==> src/rtl/fabric_chk_pkg.sv <==
// fabric_chk_pkg
//  Shared types and helpers for the fabric loopback checker.
//  - state_t        : checker FSM states (HUNT / LOCK)
//  - BAD_NOT_ONEHOT : BAD_IDX code {msb, fill bit} for an all-zero or multi-bit sample
//  - BAD_TIMEOUT    : BAD_IDX code {msb, fill bit} for a stalled pattern
//  - CNT_W, sat_inc : 16-bit saturating event counters
package fabric_chk_pkg;

    typedef enum logic {
        HUNT = 1'b0,
        LOCK = 1'b1
    } state_t;

    localparam int unsigned CNT_W = 16;

    // {BAD_IDX msb, value replicated into the low IW bits}
    localparam logic [1:0] BAD_NOT_ONEHOT = 2'b10;
    localparam logic [1:0] BAD_TIMEOUT    = 2'b11;

    function automatic logic [CNT_W-1:0] sat_inc(input logic [CNT_W-1:0] c);
        return (c == '1) ? c : c + CNT_W'(1);
    endfunction

endpackage

==> src/rtl/fabric_din_filter.sv <==
// fabric_din_filter
//  Resynchronises the looped-back pattern and accepts a value once it has been
//  stable for SETTLE cycles and differs from the previously accepted value.
//  Ports:
//   CLK     in            system clock
//   RESET_N in            asynchronous active-low reset
//   DIN     in  WIDTH     asynchronous pattern input
//   acc     out           one-cycle strobe: v is a newly accepted sample
//   v       out WIDTH     synchronised sample (valid while acc is high)
module fabric_din_filter
    import fabric_chk_pkg::*;
#(
    parameter int unsigned WIDTH  = 62,
    parameter int unsigned SETTLE = 4
) (
    input  logic             CLK,
    input  logic             RESET_N,
    input  logic [WIDTH-1:0] DIN,
    output logic             acc,
    output logic [WIDTH-1:0] v
);

    localparam int unsigned SW = $clog2(SETTLE + 1);

    logic [WIDTH-1:0] sync1_q, s_q, s_prev_q, last_acc_q;
    logic [SW-1:0]    stab_cnt_q;

    always_ff @(posedge CLK or negedge RESET_N) begin
        if (!RESET_N) begin
            sync1_q    <= '0;
            s_q        <= '0;
            s_prev_q   <= '0;
            last_acc_q <= '0;
            stab_cnt_q <= '0;
        end else begin
            sync1_q  <= DIN;
            s_q      <= sync1_q;
            s_prev_q <= s_q;
            // stab_cnt_q = number of cycles s_q has matched its previous value
            if (s_q != s_prev_q) begin
                stab_cnt_q <= SW'(1);
            end else if (stab_cnt_q != SW'(SETTLE)) begin
                stab_cnt_q <= stab_cnt_q + SW'(1);
            end
            if (acc) begin
                last_acc_q <= s_q;
            end
        end
    end

    // s_q == s_prev_q masks the stale saturated count on the first cycle of a new value
    assign acc = (stab_cnt_q == SW'(SETTLE)) && (s_q == s_prev_q) && (s_q != last_acc_q);
    assign v   = s_q;

endmodule

==> config.mk <==
export PLATFORM = sky130hd
export DESIGN_NAME = fabric_din_filter
export DESIGN_NICKNAME = d
export VERILOG_FILES = /design/src/rtl/fabric_chk_pkg.sv /design/src/rtl/fabric_din_filter.sv
export SDC_FILE = /design/constraint.sdc
export NUM_CORES = 1
export LEC_CHECK = 0
export ABC_CLOCK_PERIOD_IN_PS = 6000
export CAP_MARGIN = 20
export CORE_AREA = 2 2 134 136
export CTS_BUF_LIST = sky130_fd_sc_hd__clkbuf_2 sky130_fd_sc_hd__clkbuf_4 sky130_fd_sc_hd__clkbuf_8
export DETAILED_ROUTE_END_ITERATION = 6
export DIE_AREA = 0 0 136 138
export PLACE_DENSITY_LB_ADDON = 0.25
export SETUP_SLACK_MARGIN = 0.3
export SKIP_CTS_REPAIR_TIMING = 1
export SLEW_MARGIN = 20
export SYNTH_ARGS = -nofsm -noshare
export SYNTH_HDL_FRONTEND = slang
export SYNTH_SLANG_ARGS = --single-unit
==> constraint.sdc <==
create_clock -name CLK -period 6 [get_ports CLK]
set_input_delay 1.5 -clock CLK [delete_from_list [all_inputs] [get_ports CLK]]
set_output_delay 1.5 -clock CLK [all_outputs]
set_load 0.01 [all_outputs]
## Yosys cells after proc, flatten, opt, wreduce, memory -nomap -nowiden

Index checks and enable logic that the tools add are counted.

- Add/subtract/negate cells: 1
- Equal/unequal tests: 5
- Mux-type cells: 2
- Reduce and logical (&&, ||, !) cells: 3

Operators with widths:

| operator | number |
|---|---|
| inequality test 62 bit | 2 |
| equality test 62 bit | 1 |
| two-way mux 3 bit | 2 |
| adder 3 x 1 -> 3 bit (second input constant) | 1 |
| equality test 3 bit (second input constant) | 1 |
| inequality test 3 bit (second input constant) | 1 |
| logical AND 1 bit | 2 |
| nonzero test 2 bit | 1 |

- Register bits after elaboration: 251
- Bits of input ports: 64
- Output and inout port bits: 63
- Logic and storage cells: 16

## Depth between registers and ports, before layout

Gate-level depths: netlist of the first run.

- Depth after elaboration: 3
- Mapped depth: 7
- Mapped depth without buffers: 6

## Worst setup path before layout of the first run

Ideal clock, no wire load.

- Path type: register to output
- From: register s_q[9], in the netlist v[9]
- To: output acc
- Data arrival time: 1.547 ns
- Required time: 4.500 ns
- Path slack: 2.953 ns
- Stages on the path, launching flop included: 6
- Buffers on the path: 0
- Cells stage by stage: dfrtp_1 -> xnor2_1 -> nand4_1 -> nor4_1 -> nand4_1 -> nor3_1

- Word-level cells in the longest chain between the ends: 3
- Elaborated cells on any way between the ends: 4
- Classes of those cells: eq/ne (2); reduce/logical (2)

Ends and longest elaborated chain:

| what | RTL line | source |
|---|---|---|
| start: declaration | fabric_din_filter.sv:25 | `logic [WIDTH-1:0] sync1_q, s_q, s_prev_q, last_acc_q;` |
| start signal: assignment | fabric_din_filter.sv:37 | `s_q <= sync1_q;` |
| equality test 62 bit | fabric_din_filter.sv:52 | `assign acc = (stab_cnt_q == SW'(SETTLE)) && (s_q == s_prev_q) && (s_q != last_acc_q);` |
| logical AND 1 bit | fabric_din_filter.sv:52 |  |
| logical AND 1 bit * | fabric_din_filter.sv:52 |  |
| end: declaration | fabric_din_filter.sv:19 | `output logic acc,` |

Mark *: on every way between the ends. The rest lies on a longest branch, timed or not.

## Final worst setup path of the first run

- From: register s_q[24], in the netlist v[24]
- To: output acc

Same word-level chain as after synthesis.

==> summary.txt, run 1 <==
Drt
  • Routed vias: 4424
  • Met2 wirelength from detailed routing: 7.93 mm
  • DR WL met3: 837 um
  • DRC errors left: 0
  • M1 WL: 6.97 mm
  • Count of nets left with antenna violations after detail routing: 0
  • Number of detailed-routing iterations run before antenna repair: 4
  • Routed wirelength normalized by instance count: 17.3 um
  • Via-to-Cell Ratio: 4.76
  • DRT Wirelength: 16.1 mm
  • Uppermost signal routing layer after detailed routing: met4
  • Detailed router's first-iteration violation count: 197

Global route
  • GR Util All Layers: 18.1%
  • First-pass GRT wire length: 25.8 mm
  • Vias in the first global route: 4840
  • Final global-route overflow total: 0
  • Antenna violations before repair: 0
  • Maximum number of pins on one net before global-route repair: 104

Cells and area
  • Area overhead of the layout relative to synthesis: 28.9%
  • Fraction of layout cells with a size suffix above 1: 18.7%
  • Share of the core filled with cells: 62.5%
  • Final Instance Count excl. Fillers: 930
  • Layout Nets: 734
  • Antenna cell count: 0
  • Multi-input combinational cell area: 2140 um^2
  • Fillers: 1311
  • Reg area: 6280 um^2

Critical path
  • Crit path kind: reg -> out
  • R2R Path End: last_acc_q[32]
  • Cell count of the worst reg-to-reg path: 7
  • Maximum fanout along the worst path: 5
  • Critical register-to-register path startpoint: v[24]
  • Sort of element at the end of the critical path: primary output
  • Slack of the worst reg-to-reg path: 3.11 ns
  • Startpoint class of the critical path: register
  • CP arrival: 3.14 ns
  • Required time reported for the critical path endpoint: 4.50 ns

Yosys
  • Post-synthesis instance area: 8500 um^2
  • Proportion of synthesized chip area in sequential cells: 73.9%
  • Mapped Avg Cell Area: 17.0 um^2
  • Total of flip-flops plus latches after synthesis: 251
  • Number of cells produced by synthesis: 501
  • Net count after synthesis: 567
  • Post-synth cell types: 18
  • Yosys warning total: 0

Worst hold path
  • Worst min-delay path category: reg -> reg
  • Worst Hold Endpoint: v[37]
  • Start point of the worst min-delay path: sync1_q[37]
  • Number of instances on the worst hold path: 0

Placed design
  • Post-placement setup slack: 1.86 ns
  • Count of port buffers added during placement: 126
  • Final HPWL from detailed placement: 10.8 mm
  • Last weighted congestion value of the routability-driven placer: 0.788
  • Cells after DPL: 854

STA
  • Final TNS setup: 0 ns
  • Max-slew violations: 0
  • F_max: 0.215 GHz
  • RSZ-0062 raised after global routing: no
  • Final setup violating endpoints: 0
  • Hold Fails Final Rpt: 0
  • Pin slew with the least headroom to its limit: 0.787 ns
  • Worst setup slack after layout: 1.36 ns
  • Tightest slew margin relative to the limit: 47.5%
  • Final clock period utilization by the worst path: 77.4%
  • Final min period: 4.64 ns
  • Final worst clock skew: 0.00998 ns

Die
  • DIE WIDTH: 136 um
  • I/O pin total: 127
  • Number of core rows: 49
  • Core ar.: 17500 um^2
  • Starting density of the core: 48.5%
  • Die Area: 18800 um^2
  • Die height: 138 um

Clock network
  • CTS tree: done
  • TritonCTS buffer count: 41
  • Number of sinks handled by clock tree synthesis: 251
  • Clock slew at reported path FFs: 0.06 ns
  • Worst-skew pair later-pin latency: 0.53 ns
  • CTS root buf: sky130_fd_sc_hd__clkbuf_8
  • H-tree depth: 2
  • Deepest clock path buffer count: 3

Status
  • Outcome: finished, final reports clean

Power
  • LEAKAGE: 4.98 nW
  • Largest voltage drop on the vdd net: 0.261 mV
  • Post-layout power: 0.00359 W
  • Power per unit of standard cell area: 327 nW/um^2

Flow run
  • Number of violations of the max-capacitance limit: 0
-- final cells by class --
type,instances,area share (%)
clock buffer,71,8.23
sequential,251,57.3
timing repair buffer,130,11.9
multi-input combinational,242,19.6
clock inverter,5,0.251
inverter,2,0.0685
tap,229,2.62
-- critical path: stages (launching register included) --
cell                              delay [ns]
sky130_fd_sc_hd__dfrtp_1                0.43
sky130_fd_sc_hd__xnor2_1                0.27
sky130_fd_sc_hd__nand4_1                0.13
sky130_fd_sc_hd__nor4_1                 0.45
sky130_fd_sc_hd__nand4_1                0.32
sky130_fd_sc_hd__nor3_1                 0.40
sky130_fd_sc_hd__clkdlybuf4s50_1        0.61
-- placed cells by master, fill, tap and decap left out, drive strengths merged, types with 3 or more instances in the layout --
master and n:
buf 5, nor2 3, nand4 20, xor2 62, nand2 4, xnor2 63, mux2 62, dfrtp 251
clkbuf 71, nor3 3, clkinv 4, nor4 20, clkdlybuf4s50 125
-- state kept, by name (all words and copies together), names as in the netlist --
name / cells
sync1_q: 62
v: 62
last_acc_q: 62
s_prev_q: 62
stab_cnt_q: 3
-- Yosys cell counts (all sizes together) --
master / number / share of area (%)
nand3: 1 / 0.059
nand4: 20 / 1.5
nor2: 3 / 0.13
a21oi: 1 / 0.059
xnor2: 63 / 6.5
nand2: 4 / 0.18
nor3: 3 / 0.31
nor4: 20 / 1.5
ha: 2 / 0.29
buf: 6 / 0.79
dfrtp: 251 / 74
xor2: 62 / 6.4
mux2: 62 / 8.2
inv: 2 / 0.088
nand2b: 1 / 0.074
-- routing by layer --
| metal | up-vias | GRT usage, % |
|---|---|---|
| li1 | 2033 | - |
| met5 | - | 0 |
| met3 | 27 | 4.36 |
| met1 | 2241 | 24.2 |
| met2 | 123 | 28.6 |
| met4 | 0 | 6.96 |
-- power by group --
group | total (W) | leakage [nW] | internal [W] | switching (W)
sequential | 0.00181 | 3.07 | 0.00176 | 0.0000531
clock | 0.00158 | 0.495 | 0.000944 | 0.000635
combinational | 0.000197 | 1.42 | 0.000111 | 0.0000862
-- cells by family (layout without fill, tap and decap cells) --
logic type	after synthesis	after routing	share of synthesized area (%)
xor gates and xnor gates	125	125	12.9
DFF	251	251	73.9
buffers and inverters	8	208	0.883
AOI/OAI and AO/OA	1	1	0.0588
adders and majority gates	2	2	0.294
muxes	62	62	8.21
and+or+nand+nor	52	52	3.77
-- per-stage QoR --
| step | area [um^2] | hold WS, ns |
|---|---|---|
| after floorplan | 8500 | 0.331 |
| after global placement | 10000 | 0.332 |
| after detailed placement | 10000 | 0.335 |
| after CTS | 11000 | 0.344 |
| after global routing | 11000 | 0.350 |
| final | 11000 | 0.340 |
-- how the worst max path moves through the flow --
stage | slack [ns] | from | end
after floorplan | 2.95 | v[9] | acc
final | 1.36 | v[24] | acc
after global routing | 1.23 | v[7] | acc
after global placement | 1.80 | v[24] | acc
after detailed placement | 1.86 | v[24] | acc
after CTS | 1.27 | v[24] | acc
(Power assumes the default switching activity.)
==> run 2: changes to the inputs <==
- ABC_CLOCK_PERIOD_IN_PS: 6000 -> 4340
- clock period: 6 -> 4.34 ns (I/O delays scaled with it)
==> run 2 against run 1 <==
Against the previous run: die area unchanged; count of clock-buffer cells in the layout decreased by 7; sequential share of layout area grew 0.18 points; total power up 32%; worst setup slack got worse by 0.90 ns; first-iteration DRC count rose by 32%; hold slack is essentially flat; wire length increased by 1.7%; critical endpoint unchanged; largest power group unchanged; highest routed layer unchanged.
==> summary.txt, run 2 (same netlist as run 1, synthesis figures left out) <==
Critical path
  • Critical path cell sequence: xnor2_1 -> nand4_1 -> nor4_4 -> nand4_1 -> nor3_2 -> clkdlybuf4s50_1
  • Cell with the most instances on the worst path: sky130_fd_sc_hd__nand4_1
  • Sort of element at the end of the critical path: primary output
  • Slowest cell on crit path: sky130_fd_sc_hd__clkdlybuf4s50_1
  • Required time reported for the critical path endpoint: 3.25 ns
  • Peak per-stage delay on the critical path: 0.58 ns
  • CP arrival: 2.80 ns
  • Startpoint class of the critical path: register
  • Crit path kind: reg -> out
  • Maximum fanout along the worst path: 5

STA
  • Final worst clock skew: 0.0139 ns
  • F_max: 0.257 GHz
  • Final min period: 3.89 ns
  • RSZ-0062 raised after global routing: no
  • Final setup violating endpoints: 0
  • Tightest slew margin relative to the limit: 45.5%
  • Final clock period utilization by the worst path: 89.5%
  • Hold Fails Final Rpt: 0
  • Final TNS setup: 0 ns
  • Max-slew violations: 0
  • Pin slew with the least headroom to its limit: 0.817 ns

Die
  • DIE WIDTH: 136 um
  • Die Area: 18800 um^2
  • Core ar.: 17500 um^2
  • Die height: 138 um
  • I/O pin total: 127
  • Starting density of the core: 48.5%
  • Number of core rows: 49

Placed design
  • Final HPWL from detailed placement: 11.1 mm
  • Count of port buffers added during placement: 126
  • Instance area at placement: 10100 um^2
  • Last weighted congestion value of the routability-driven placer: 0.762

Power
  • LEAKAGE: 4.96 nW
  • Largest voltage drop on the vdd net: 0.264 mV
  • Power per unit of standard cell area: 435 nW/um^2

Global route
  • Final global-route overflow total: 0
  • Vias in the first global route: 4945
  • First-pass GRT wire length: 26.5 mm
  • Antenna violations before repair: 0
  • GR Util All Layers: 18.5%
  • Maximum number of pins on one net before global-route repair: 108

Drt
  • Number of detailed-routing iterations run before antenna repair: 4
  • Routed vias: 4446
  • Detailed router's first-iteration violation count: 260
  • Count of nets left with antenna violations after detail routing: 0
  • DRT Wirelength: 16.3 mm
  • Via-to-Cell Ratio: 4.80
  • DRC errors left: 0
  • Routed wirelength normalized by instance count: 17.6 um

Clock network
  • Deepest clock path buffer count: 3
  • CTS root buf: sky130_fd_sc_hd__clkbuf_8
  • H-tree depth: 2
  • CTS tree: done
  • Clock slew at reported path FFs: 0.06 ns
  • Number of sinks handled by clock tree synthesis: 251
  • TritonCTS buffer count: 40
  • Worst-skew pair later-pin latency: 0.53 ns

Cells and area
  • Fillers: 1350
  • Area overhead of the layout relative to synthesis: 28.5%
  • Post-layout instance area: 10900 um^2
  • Highest-count cells in the layout ignoring fill and taps: sky130_fd_sc_hd__dfrtp_1, sky130_fd_sc_hd__clkdlybuf4s50_1, sky130_fd_sc_hd__xnor2_1
  • Fraction of layout cells with a size suffix above 1: 19.2%
  • Antenna cell count: 0
  • Layout Nets: 737
  • Leading cell type in the layout, fill and taps excluded: sky130_fd_sc_hd__dfrtp_1

Worst hold path
  • Worst min-delay path category: reg -> reg

Status
  • Outcome: finished, final reports clean

Flow run
  • Number of violations of the max-capacitance limit: 0
==> run 2: metrics by stage <==
step	cells	hold slack, ns	total power, W	util [%]	setup slack, ns
after floorplan	501	0.331	0.00261	-	1.71
after global placement	856	0.332	0.00282	57.3	0.551
after detailed placement	856	0.335	0.00283	57.3	0.503
after CTS	925	0.345	0.00481	61.9	-0.0730
after global routing	927	0.349	0.00496	62.3	0.332
final	927	0.340	0.00475	62.3	0.454
==> run 2: worst max-delay path: cells and delay by family, from the launching register on <==
family / cells / cell delay [ns]
xor+xnor: 1 / 0.27
flops: 1 / 0.44
buf+inv: 1 / 0.58
simple gates: 4 / 0.98
==> run 2: path summary, 6_finish.rpt <==
| path | from | endpoint | slack [ns] | cells past startpoint |
|---|---|---|---|---|
| hold reg to reg | sync1_q[50] | v[50] | 0.34 | 0 |
| min in group asynchronous | RESET_N | sync1_q[28] | 0.61 | 1 |
| hold / removal | sync1_q[50] | v[50] | 0.34 | 0 |
| setup / recovery | v[24] | acc | 0.45 | 6 |
| setup reg to reg | v[24] | last_acc_q[49] | 1.18 | 8 |
| max in group asynchronous | RESET_N | sync1_q[50] | 2.64 | 2 |
==> run 2: layout make-up <==
cell class	instances	area, um^2	area share, %
clock buffers	64	768	7.03
flip-flops and latches	251	6280	57.5
well taps	229	287	2.62
multi-input cells	242	2200	20.1
clock inverters	5	30.0	0.275
repair buffers	134	1350	12.4
inverters	2	7.51	0.0687
==> run 2: per-layer routing <==
metal / share of wire [%] / track usage (%) / up-vias
met5: 0 / 0 / -
met4: 2.3 / 6.25 / 0
met3: 5.8 / 4.99 / 35
met2: 50 / 30.4 / 117
met1: 41 / 24.0 / 2262
li1: - / - / 2032
==> run 2: where the power goes <==
group / leakage, nW / total [W] / switching [W] / internal (W)
Sequential: 3.07 / 0.00250 / 0.0000729 / 0.00243
Clock: 0.426 / 0.00197 / 0.000855 / 0.00112
Combinational: 1.47 / 0.000277 / 0.000122 / 0.000155
Total: 4.96 / 0.00475 / 0.00105 / 0.00370
==> run 3: changes to the inputs <==
- PLACE_DENSITY_LB_ADDON: 0.25 -> 0.12
==> run 3 against run 2 <==
Against the previous run: cell count is 0.86% lower; largest cell class unchanged; highest routed layer unchanged; clock power barely moved; critical endpoint unchanged; count of clock-buffer cells in the layout is 2 lower; critical path type unchanged; first-iteration DRC count fell by 18%; non-clock buffer count is 1 lower; sequential power hardly changed; core utilization shrank 0.11 points; flip-flop and latch count unchanged; combinational power hardly changed; register-to-register slack better by 0.48 ns.
==> summary.txt, run 3 (same netlist as run 1, synthesis figures left out) <==
Global route
  • First-pass GRT wire length: 26.0 mm
  • Final global-route overflow total: 0
  • Antenna violations before repair: 0
  • Vias in the first global route: 4844
  • Maximum number of pins on one net before global-route repair: 127
  • GR Util All Layers: 18.0%

Placed design
  • Last weighted congestion value of the routability-driven placer: 0.746
  • Final HPWL from detailed placement: 10.8 mm
  • Instance area at placement: 10000 um^2
  • Count of port buffers added during placement: 126

Drt
  • Routed vias: 4447
  • Number of detailed-routing iterations run before antenna repair: 4
  • Detailed router's first-iteration violation count: 213
  • Count of nets left with antenna violations after detail routing: 0
  • DRT Wirelength: 15.9 mm
  • Via-to-Cell Ratio: 4.84
  • Routed wirelength normalized by instance count: 17.3 um
  • DRC errors left: 0

Cells and area
  • Post-layout instance area: 10900 um^2
  • Fillers: 1328
  • Multi-input combinational cell area: 2210 um^2
  • Area overhead of the layout relative to synthesis: 28.3%
  • Highest-count cells in the layout ignoring fill and taps: sky130_fd_sc_hd__dfrtp_1, sky130_fd_sc_hd__clkdlybuf4s50_1, sky130_fd_sc_hd__xnor2_1, sky130_fd_sc_hd__xor2_1, sky130_fd_sc_hd__clkbuf_8
  • Leading cell type in the layout, fill and taps excluded: sky130_fd_sc_hd__dfrtp_1
  • Fraction of layout cells with a size suffix above 1: 18.6%
  • Antenna cell count: 0
  • Reg area: 6280 um^2
  • Layout Nets: 736

Clock network
  • CTS tree: done
  • Clock slew at reported path FFs: 0.05 ns
  • CTS root buf: sky130_fd_sc_hd__clkbuf_8
  • H-tree depth: 2
  • TritonCTS buffer count: 40
  • Deepest clock path buffer count: 3
  • Number of sinks handled by clock tree synthesis: 251
  • Worst-skew pair later-pin latency: 0.52 ns

Critical path
  • Crit path kind: reg -> out
  • R2R Path End: last_acc_q[22]
  • Maximum fanout along the worst path: 5
  • Required time reported for the critical path endpoint: 3.25 ns
  • Cell count of the worst reg-to-reg path: 8
  • Slack of the worst reg-to-reg path: 1.66 ns
  • Sort of element at the end of the critical path: primary output
  • CP arrival: 2.83 ns
  • Startpoint class of the critical path: register
  • Critical register-to-register path startpoint: v[7]

Flow run
  • Number of violations of the max-capacitance limit: 0

Die
  • Die Area: 18800 um^2
  • DIE WIDTH: 136 um
  • Starting density of the core: 48.5%
  • Die height: 138 um
  • I/O pin total: 127
  • Core ar.: 17500 um^2
  • Number of core rows: 49

STA
  • Max-slew violations: 0
  • Worst Hold Slack: 0.345 ns
  • Tightest slew margin relative to the limit: 35.9%
  • Final setup violating endpoints: 0
  • Final worst clock skew: 0.0147 ns
  • Final TNS setup: 0 ns
  • Hold Fails Final Rpt: 0
  • Final min period: 3.91 ns
  • Pin slew with the least headroom to its limit: 0.962 ns
  • F_max: 0.256 GHz
  • RSZ-0062 raised after global routing: no
  • Final clock period utilization by the worst path: 90.1%

Power
  • Largest voltage drop on the vdd net: 0.259 mV
  • Power per unit of standard cell area: 433 nW/um^2
  • Post-layout power: 0.00472 W
  • LEAKAGE: 4.95 nW

Status
  • Outcome: finished, final reports clean

Worst hold path
  • Start point of the worst min-delay path: sync1_q[15]
  • Number of instances on the worst hold path: 0
  • Worst Hold Endpoint: v[15]
  • Worst min-delay path category: reg -> reg
-- run 3: power by group --
part	switching (W)	internal, W
Combinational	0.000120	0.000156
Clock	0.000824	0.00111
Sequential	0.0000734	0.00243
Total	0.00102	0.00370
-- run 3: worst max path at each step --
stage	startpoint	end	slack [ns]	cells after the start
floorplan	v[9]	acc	1.71	5
global placement	v[7]	acc	0.63	6
detailed placement	v[7]	acc	0.59	6
CTS	v[7]	acc	0.03	6
global route	v[15]	acc	0.32	6
finish	v[18]	acc	0.43	6
-- run 3: worst max-delay path, cell delays in order (launching register included) --
cell and delay (ns):
sky130_fd_sc_hd__dfrtp_1 0.45, sky130_fd_sc_hd__xor2_1 0.20, sky130_fd_sc_hd__nor4_1 0.43, sky130_fd_sc_hd__nand4_1 0.22
sky130_fd_sc_hd__nor4_4 0.44, sky130_fd_sc_hd__nor3_2 0.09, sky130_fd_sc_hd__clkdlybuf4s50_1 0.49
-- run 3: per-layer routing --
layer | global-route usage (%) | part of all wire [%] | routed length [um]
met1 | 24.2 | 43 | 6840
met2 | 28.8 | 49 | 7800
met3 | 4.58 | 5.4 | 865
met4 | 6.36 | 2.5 | 404
met5 | 0 | 0 | 0
-- run 3: area by class of cell --
type,count,share of cell area (%)
timing repair buffer,133,12.3
clock buffer,62,7.08
inverter,2,0.0689
tap,229,2.63
sequential,251,57.6
multi-input combinational,242,20.3
-- run 3: stage by stage --
stage               std cells  setup WS (ns)  utilization (%)
finish                    919          0.430             62.2
floorplan                 501           1.71                -
global route              919          0.315             62.2
global placement          855          0.629             57.3
CTS                       917         0.0286             61.7
detailed placement        855          0.593             57.3
